`config.mk`:
```
export PLATFORM = sky130hd
export DESIGN_NAME = sdram_bridge_writer
export DESIGN_NICKNAME = d
export VERILOG_FILES = /design/src/rtl/oscp_bridge_pkg.sv /design/src/rtl/bridge_burst_calc.sv /design/src/rtl/sdram_bridge_writer.sv
export SDC_FILE = /design/constraint.sdc
export NUM_CORES = 1
export LEC_CHECK = 0
export ABC_AREA = 1
export ABC_CLOCK_PERIOD_IN_PS = 6000
export CAP_MARGIN = 20
export CORE_UTILIZATION = 45
export CTS_CLUSTER_DIAMETER = 50
export DETAILED_ROUTE_END_ITERATION = 7
export HOLD_SLACK_MARGIN = 0.05
export MAX_ROUTING_LAYER = met4
export PLACE_DENSITY = 0.7
export RECOVER_POWER = 50
export SLEW_MARGIN = 25
export SYNTH_ARGS = -nofsm -noshare
export SYNTH_HDL_FRONTEND = slang
export SYNTH_SLANG_ARGS = --single-unit
export TNS_END_PERCENT = 5
```
`constraint.sdc`:
```
create_clock -name clk -period 6 [get_ports clk]
set_clock_uncertainty 0.2 [all_clocks]
set_input_delay 0.6 -clock clk [delete_from_list [all_inputs] [get_ports clk]]
set_output_delay 0.6 -clock clk [all_outputs]
set_load 0.01 [all_outputs]
```
`src/rtl/oscp_bridge_pkg.sv`:
```
`default_nettype none
// ============================================================================
// Module      : oscp_bridge_pkg
// Description : Shared constants for the SDRAM bridge masters: default
//               bridge address/data widths, burstcount width and the
//               writer FSM state encoding.
// Revision    : 1.0 - initial release
// ============================================================================
package oscp_bridge_pkg;

    localparam int c_addr_w = 26;   // bridge word-address width
    localparam int c_data_w = 16;   // bridge / FIFO data width
    localparam int c_bcnt_w = 10;   // Avalon burstcount width (max 512 beats)

    typedef logic [1:0] state_t;

    localparam logic [1:0] c_st_idle  = 2'd0;
    localparam logic [1:0] c_st_wait  = 2'd1;
    localparam logic [1:0] c_st_burst = 2'd2;
    localparam logic [1:0] c_st_fin   = 2'd3;

endpackage
`default_nettype wire

```
`src/rtl/bridge_burst_calc.sv`:
```
`default_nettype none
// ============================================================================
// Module      : bridge_burst_calc
// Description : Combinational burst sizing for the SDRAM bridge writer.
//               o_blen          = min(BURST_LEN, i_remaining)
//               o_next_addr     = i_addr + i_burstcount      (mod 2^ADDR_W)
//               o_next_remaining= i_remaining - i_burstcount
// Ports       : i_remaining, i_addr, i_burstcount -> o_blen, o_next_addr,
//               o_next_remaining
// Revision    : 1.0 - initial release
// ============================================================================
module bridge_burst_calc
    import oscp_bridge_pkg::*;
#(
    parameter int ADDR_W    = c_addr_w,
    parameter int BURST_LEN = 128
) (
    input  logic [ADDR_W-1:0]   i_remaining,
    input  logic [ADDR_W-1:0]   i_addr,
    input  logic [c_bcnt_w-1:0] i_burstcount,
    output logic [c_bcnt_w-1:0] o_blen,
    output logic [ADDR_W-1:0]   o_next_addr,
    output logic [ADDR_W-1:0]   o_next_remaining
);

    localparam logic [ADDR_W-1:0]   c_burst_len_a = ADDR_W'(BURST_LEN);
    localparam logic [c_bcnt_w-1:0] c_burst_len_b = c_bcnt_w'(BURST_LEN);

    // Below BURST_LEN the remaining count fits in the burstcount field.
    assign o_blen = (i_remaining >= c_burst_len_a) ? c_burst_len_b
                                                   : i_remaining[c_bcnt_w-1:0];

    assign o_next_addr      = i_addr + ADDR_W'(i_burstcount);
    assign o_next_remaining = i_remaining - ADDR_W'(i_burstcount);

endmodule
`default_nettype wire

```
`src/rtl/sdram_bridge_writer.sv`:
```
`default_nettype none
// ============================================================================
// Module      : sdram_bridge_writer
// Description : Avalon-MM burst-write master. Drains a show-ahead sink FIFO
//               into SDRAM through the sdram_bridge slave, one frame per
//               start pulse, in bursts of up to BURST_LEN beats.
// Ports       : clk, rst_n (async, active low)
//               start/abort pulses, base_addr/frame_len (sampled on start)
//               fifo_rdusedw/fifo_q/fifo_rdreq   - show-ahead sink FIFO
//               bridge_* - Avalon-MM burst write master
//               busy, done, aborted, frame_sel   - status
// Options     : `define PING_PONG_EN to alternate frames between base_addr
//               and base_addr + length; frame_sel reports the buffer just
//               completed. Otherwise frame_sel is tied to 0.
// Revision    : 1.0 - initial release
// ============================================================================
module sdram_bridge_writer
    import oscp_bridge_pkg::*;
#(
    parameter int ADDR_W      = c_addr_w,
    parameter int DATA_W      = c_data_w,
    parameter int BURST_LEN   = 128,
    parameter int FRAME_WORDS = 384000
) (
    input  logic                clk,
    input  logic                rst_n,
    input  logic                start,
    input  logic                abort,
    input  logic [ADDR_W-1:0]   base_addr,
    input  logic [ADDR_W-1:0]   frame_len,
    input  logic [9:0]          fifo_rdusedw,
    input  logic [DATA_W-1:0]   fifo_q,
    output logic                fifo_rdreq,
    output logic [ADDR_W-1:0]   bridge_address,
    output logic [c_bcnt_w-1:0] bridge_burstcount,
    output logic                bridge_write,
    output logic [DATA_W-1:0]   bridge_writedata,
    input  logic                bridge_waitrequest,
    output logic                busy,
    output logic                done,
    output logic                aborted,
    output logic                frame_sel
);

    localparam logic [ADDR_W-1:0] c_frame_words = ADDR_W'(FRAME_WORDS);

    state_t              r_state;
    logic [ADDR_W-1:0]   r_addr;
    logic [ADDR_W-1:0]   r_remaining;
    logic [ADDR_W-1:0]   r_bridge_address;
    logic [c_bcnt_w-1:0] r_burstcount;
    logic [c_bcnt_w-1:0] r_beat;
    logic                r_write;
    logic                r_busy;
    logic                r_done;
    logic                r_aborted;
    logic                r_abort_pend;

    logic [ADDR_W-1:0]   w_len;
    logic [ADDR_W-1:0]   w_start_base;
    logic [ADDR_W-1:0]   w_next_addr;
    logic [ADDR_W-1:0]   w_next_rem;
    logic [c_bcnt_w-1:0] w_blen;
    logic                w_accept;
    logic                w_last_beat;
    logic                w_abort_req;

    assign w_len = (frame_len == '0) ? c_frame_words : frame_len;

    bridge_burst_calc #(
        .ADDR_W    (ADDR_W),
        .BURST_LEN (BURST_LEN)
    ) u_burst_calc (
        .i_remaining      (r_remaining),
        .i_addr           (r_addr),
        .i_burstcount     (r_burstcount),
        .o_blen           (w_blen),
        .o_next_addr      (w_next_addr),
        .o_next_remaining (w_next_rem)
    );

    assign w_accept    = r_write & ~bridge_waitrequest;
    assign w_last_beat = w_accept & (r_beat == (r_burstcount - 1'b1));
    // An abort seen during a burst is held until the burst drains.
    assign w_abort_req = abort | r_abort_pend;

`ifdef PING_PONG_EN
    logic r_buf_sel;    // buffer the next frame will use
    logic r_cur_sel;    // buffer of the frame in progress
    logic r_frame_sel;

    assign w_start_base = r_buf_sel ? (base_addr + w_len) : base_addr;

    always_ff @(posedge clk or negedge rst_n) begin
        if (!rst_n) begin
            r_buf_sel   <= 1'b0;
            r_cur_sel   <= 1'b0;
            r_frame_sel <= 1'b0;
        end else if ((r_state == c_st_idle) && start) begin
            r_cur_sel <= r_buf_sel;
        end else if ((r_state == c_st_fin) && !r_aborted) begin
            // Aborted frames leave the buffer selection untouched so the
            // interrupted buffer is rewritten by the next frame.
            r_frame_sel <= r_cur_sel;
            r_buf_sel   <= ~r_cur_sel;
        end
    end

    assign frame_sel = r_frame_sel;
`else
    assign w_start_base = base_addr;
    assign frame_sel    = 1'b0;
`endif

    always_ff @(posedge clk or negedge rst_n) begin
        if (!rst_n) begin
            r_state          <= c_st_idle;
            r_addr           <= '0;
            r_remaining      <= '0;
            r_bridge_address <= '0;
            r_burstcount     <= '0;
            r_beat           <= '0;
            r_write          <= 1'b0;
            r_busy           <= 1'b0;
            r_done           <= 1'b0;
            r_aborted        <= 1'b0;
            r_abort_pend     <= 1'b0;
        end else begin
            r_done <= 1'b0;
            case (r_state)
                c_st_idle: begin
                    if (start) begin
                        r_addr       <= w_start_base;
                        r_remaining  <= w_len;
                        r_busy       <= 1'b1;
                        r_aborted    <= 1'b0;
                        r_abort_pend <= 1'b0;
                        r_state      <= c_st_wait;
                    end
                end
                c_st_wait: begin
                    if (w_abort_req) begin
                        r_aborted <= 1'b1;
                        r_state   <= c_st_fin;
                    end else if (fifo_rdusedw >= w_blen) begin
                        // Whole burst is already in the FIFO, so the burst
                        // can never stall on an empty FIFO mid-way.
                        r_bridge_address <= r_addr;
                        r_burstcount     <= w_blen;
                        r_beat           <= '0;
                        r_write          <= 1'b1;
                        r_state          <= c_st_burst;
                    end
                end
                c_st_burst: begin
                    if (abort) begin
                        r_abort_pend <= 1'b1;
                    end
                    if (w_accept) begin
                        r_beat <= r_beat + 1'b1;
                    end
                    if (w_last_beat) begin
                        r_write     <= 1'b0;
                        r_addr      <= w_next_addr;
                        r_remaining <= w_next_rem;
                        if (w_abort_req) begin
                            r_aborted <= 1'b1;
                            r_state   <= c_st_fin;
                        end else if (w_next_rem != '0) begin
                            r_state <= c_st_wait;
                        end else begin
                            r_state <= c_st_fin;
                        end
                    end
                end
                c_st_fin: begin
                    r_done       <= 1'b1;
                    r_busy       <= 1'b0;
                    r_abort_pend <= 1'b0;
                    r_state      <= c_st_idle;
                end
                default: begin
                    r_state <= c_st_idle;
                end
            endcase
        end
    end

    assign fifo_rdreq        = w_accept;
    assign bridge_address    = r_bridge_address;
    assign bridge_burstcount = r_burstcount;
    assign bridge_write      = r_write;
    // Gated so the data bus idles at zero outside a burst and in reset.
    assign bridge_writedata  = r_write ? fifo_q : '0;
    assign busy              = r_busy;
    assign done              = r_done;
    assign aborted           = r_aborted;

endmodule
`default_nettype wire

```
==> run metrics <==
gr usage total 28.14%; Vias per Instance a little over 5; Post-CTS Resized 0; vias in the first global route 7433; worst slew pin tran 3.017 ns; first-pass GRT wire length 38.30 mm; FMAX 235.1 MHz; combinational fraction of design power about three fifths; CTS H-tree lvls 3; busiest grt layer met2; Layout Cells excl Fill 1558; worst endpoint required time 6.09 ns; met2 Track Usage GR between 40% and 50%; outcome finished with violations; total placed cells including tap cells 1542; clock network power share a little under an eighth; Hold Crit Endpoint bridge_address[7]$_DFFE_PN0P_; number of remaining DRC errors 0; clock buffer depth 2; initial core utilization 46.68%; TritonCTS Buffers 9; largest net degree at the start of global routing 93; Post-DP Area roughly 9400 um2; critical path endpoint category flip-flop; Synth Area in XOR/XNOR 2.799%; Die H 133.9 um; Sw Share 51.78%; Mean Syn Cell Area 6.461 um2; RSZ-0062 raised after global routing no; switching pwr between 0.002 and 0.003 W; post-synthesis mux area share 0.1439%; hold path cells 2; Vias 7969; Int Pwr 0.002424 W; I/O Buffers 139; Worst Setup Start Kind flip-flop; area of the die 17920 um2; Setup Viol. Count Final 0; Hold WS 0.2868 ns; reg2reg path depth 17; Detailed Route WL about 24 mm; Synth area leaders dfrtp_1 34%, nand2_1 21%, inv_1 7.7%; setup TNS 0 ns; Initial DRC Count between 500 and 600; core box area about 17000 um2; total gr overflow 0; sequential share of power 26.3%; max_cap viols 1; Inserted Diodes 0; worst ir drop on vdd 0.2654 mV; main flop type after synthesis dfrtp_1; Gate Count Post-Synth 1211; Hold/Removal Path Class flip-flop to flip-flop; adder-cell share of the synthesized area 6.429%; IO Count 141; Synth warnings 0; arrival time at the worst endpoint 4.35 ns; period utilisation layout 70.90%; failing checks max-capacitance violations, max-slew violations; setup slack at placement 1.594 ns; layout cells sized above 1 2.466%; number of synthesized flops with an enable pin 0; P per Cell Area 521.3 nW/um2; Final Cell Area 9642 um2; final hold viol count 0; synthesized area ~7800 um2; met1 usage 38.47%; main combinational cell family by area after synthesis simple AND/OR/NAND/NOR gates; GPL Wtd Cong 0.9307; DR pass1 iterations 5; Clock Tree Root clkbuf_16; initial antenna violation count 0; Synth cell types 37; Yosys reg bits 105; critical path class flip-flop to flip-flop; final net count 1455; slew margin rel. -101.2%; Post-Synth Simple-Gate Area 34.99%; min Tclk post-route 4.254 ns; leakage 4.847 nW; clock-pin transition on the worst setup and hold timing paths 0.08 ns; setup ws final 1.746 ns; CTS tree yes; R2R Path Start r_remaining[17]$_DFFE_PN0P_; Layout area overhead 23.24%; most frequent cells after synthesis 433 x nand2_1, 161 x inv_1, 105 x dfrtp_1; Wirelength per Cell 15.22 um; Setup Fix Bufs, Post-CTS 0; row count 47; area leader, netlist dfrtp_1; Sink Count roughly 110; Die Width 133.9 um; r2r endpoint r_beat[3]$_DFFE_PN0P_; CP max FO 9; share of the synthesized area in the top cell type 33.58%; met3 GRT Util 4.195%; HPWL Detailed ~18 mm; Post-DRT Antenna Nets 0; R2R Setup Slk 1.75 ns; dominant cell by count in the synthesized netlist nand2_1; worst hold start bridge_address[7]$_DFFE_PN0P_; sequential fraction of the synthesis area 33.58%; compound-gate portion of the synthesized area 11.87%; Clock Latency Late Sink 0.37 ns; hold buffer count at cts 0; ys async rst share 100.0%; Max Slew Vio Count 54
## layout make-up
cell class / count / area, um2
Tap cell: 220 / 275.3
Fill cell: 1663 / 7118
Inverter: 162 / 608.1
Multi-Input combinational cell: 912 / 4428
Timing Repair Buffer: 143 / 1413
Sequential cell: 105 / 2628
Clock inverter: 7 / 65.06
Clock buffer: 9 / 225.2
## worst max-delay path, stage by stage (launching register included)
cell      delay [ns]
dfrtp_1         0.40
nor2_1          0.22
nand2_1         0.10
nor2_1          0.20
nand2_1         0.11
nor4_2          0.66
ha_1            0.39
a21oi_1         0.16
nor2_1          0.06
a211oi_1        0.20
nand4_1         0.24
nand2_1         0.11
o21ai_0         0.13
nand2_1         0.29
clkinv_1        0.27
nand2_1         0.22
inv_1           0.09
a21oi_1         0.12
## cells in the final DEF, fill, tap and decap left out, drive strengths merged
master	count
o211ai	1
nand3b	2
nor2	100
or2	3
a31oi	5
nand3	75
a21boi	1
clkinvlp	1
dlygate4sd3	26
o21ai	125
ha	37
a211oi	2
xnor2	7
inv	166
o31ai	4
clkdlybuf4s50	112
nor3	12
mux2	1
fa	2
xor2	18
conb	3
nand2	435
dfrtp	105
nor4	13
nand4	25
buf	3
a22oi	1
nand2b	1
a21oi	37
clkbuf	11
a21o	2
clkinv	2
## stage by stage
| stage | power [W] | util [%] |
|---|---|---|
| 2_1_floorplan | 0.003456 | - |
| 5_1_grt | 0.005509 | 57.53 |
| 6_report | 0.005026 | 57.53 |
| 3_3_place_gp | 0.004402 | 55.80 |
| 3_5_place_dp | 0.004438 | 55.80 |
| 4_1_cts | 0.005054 | 57.54 |
## routing by layer
layer  share of wire [%]  wire length (um)
met1                  48             11430
met2                  44             10540
met3                 5.6              1324
met4                 1.8               419
met5                   0                 0
## sequential cells by signal, summed over array words and instances, names as in the netlist
register           flops
bridge_address        26
r_addr                26
r_remaining           26
bridge_burstcount     10
r_beat                10
r_state                2
aborted                1
bridge_write           1
busy                   1
done                   1
r_abort_pend           1
## power groups by stage
| stage | Clock [W] | Sequential [W] | Combinational, W |
|---|---|---|---|
| finish | 0.000605 | 0.00132 | 0.00310 |
| global route | 0.000640 | 0.00136 | 0.00351 |
| CTS | 0.000610 | 0.00132 | 0.00312 |
| detailed placement | 0 | 0.00133 | 0.00311 |
| global placement | 0 | 0.00133 | 0.00307 |
| floorplan | 0 | 0.00128 | 0.00218 |
## worst max-delay path by stage
stage                                           start                                to  slack, ns  depth (start not counted)
after floorplan           r_remaining[19]$_DFFE_PN0P_             r_beat[3]$_DFFE_PN0P_       2.73                         18
after global placement    r_remaining[17]$_DFFE_PN0P_  bridge_burstcount[0]$_DFFE_PN0P_       1.69                         15
after detailed placement  r_remaining[17]$_DFFE_PN0P_  bridge_burstcount[0]$_DFFE_PN0P_       1.59                         14
after CTS                 r_remaining[17]$_DFFE_PN0P_  bridge_burstcount[0]$_DFFE_PN0P_       1.56                         14
after global routing      r_remaining[17]$_DFFE_PN0P_             r_beat[4]$_DFFE_PN0P_       1.18                         18
final                     r_remaining[17]$_DFFE_PN0P_             r_beat[3]$_DFFE_PN0P_       1.75                         17
## cells by family (layout without fill, tap and decap cells)
kind of cell               count (synthesis)  count (layout)
DFF                                      105             105
adders and majority gates                 39              39
other                                      2               3
and+or+nand+nor                          666             666
xor gates and xnor gates                  25              25
muxes                                      1               1
AOI/OAI and AO/OA                        178             178
buffers and inverters                    195             321
(Power assumes the default switching activity.)
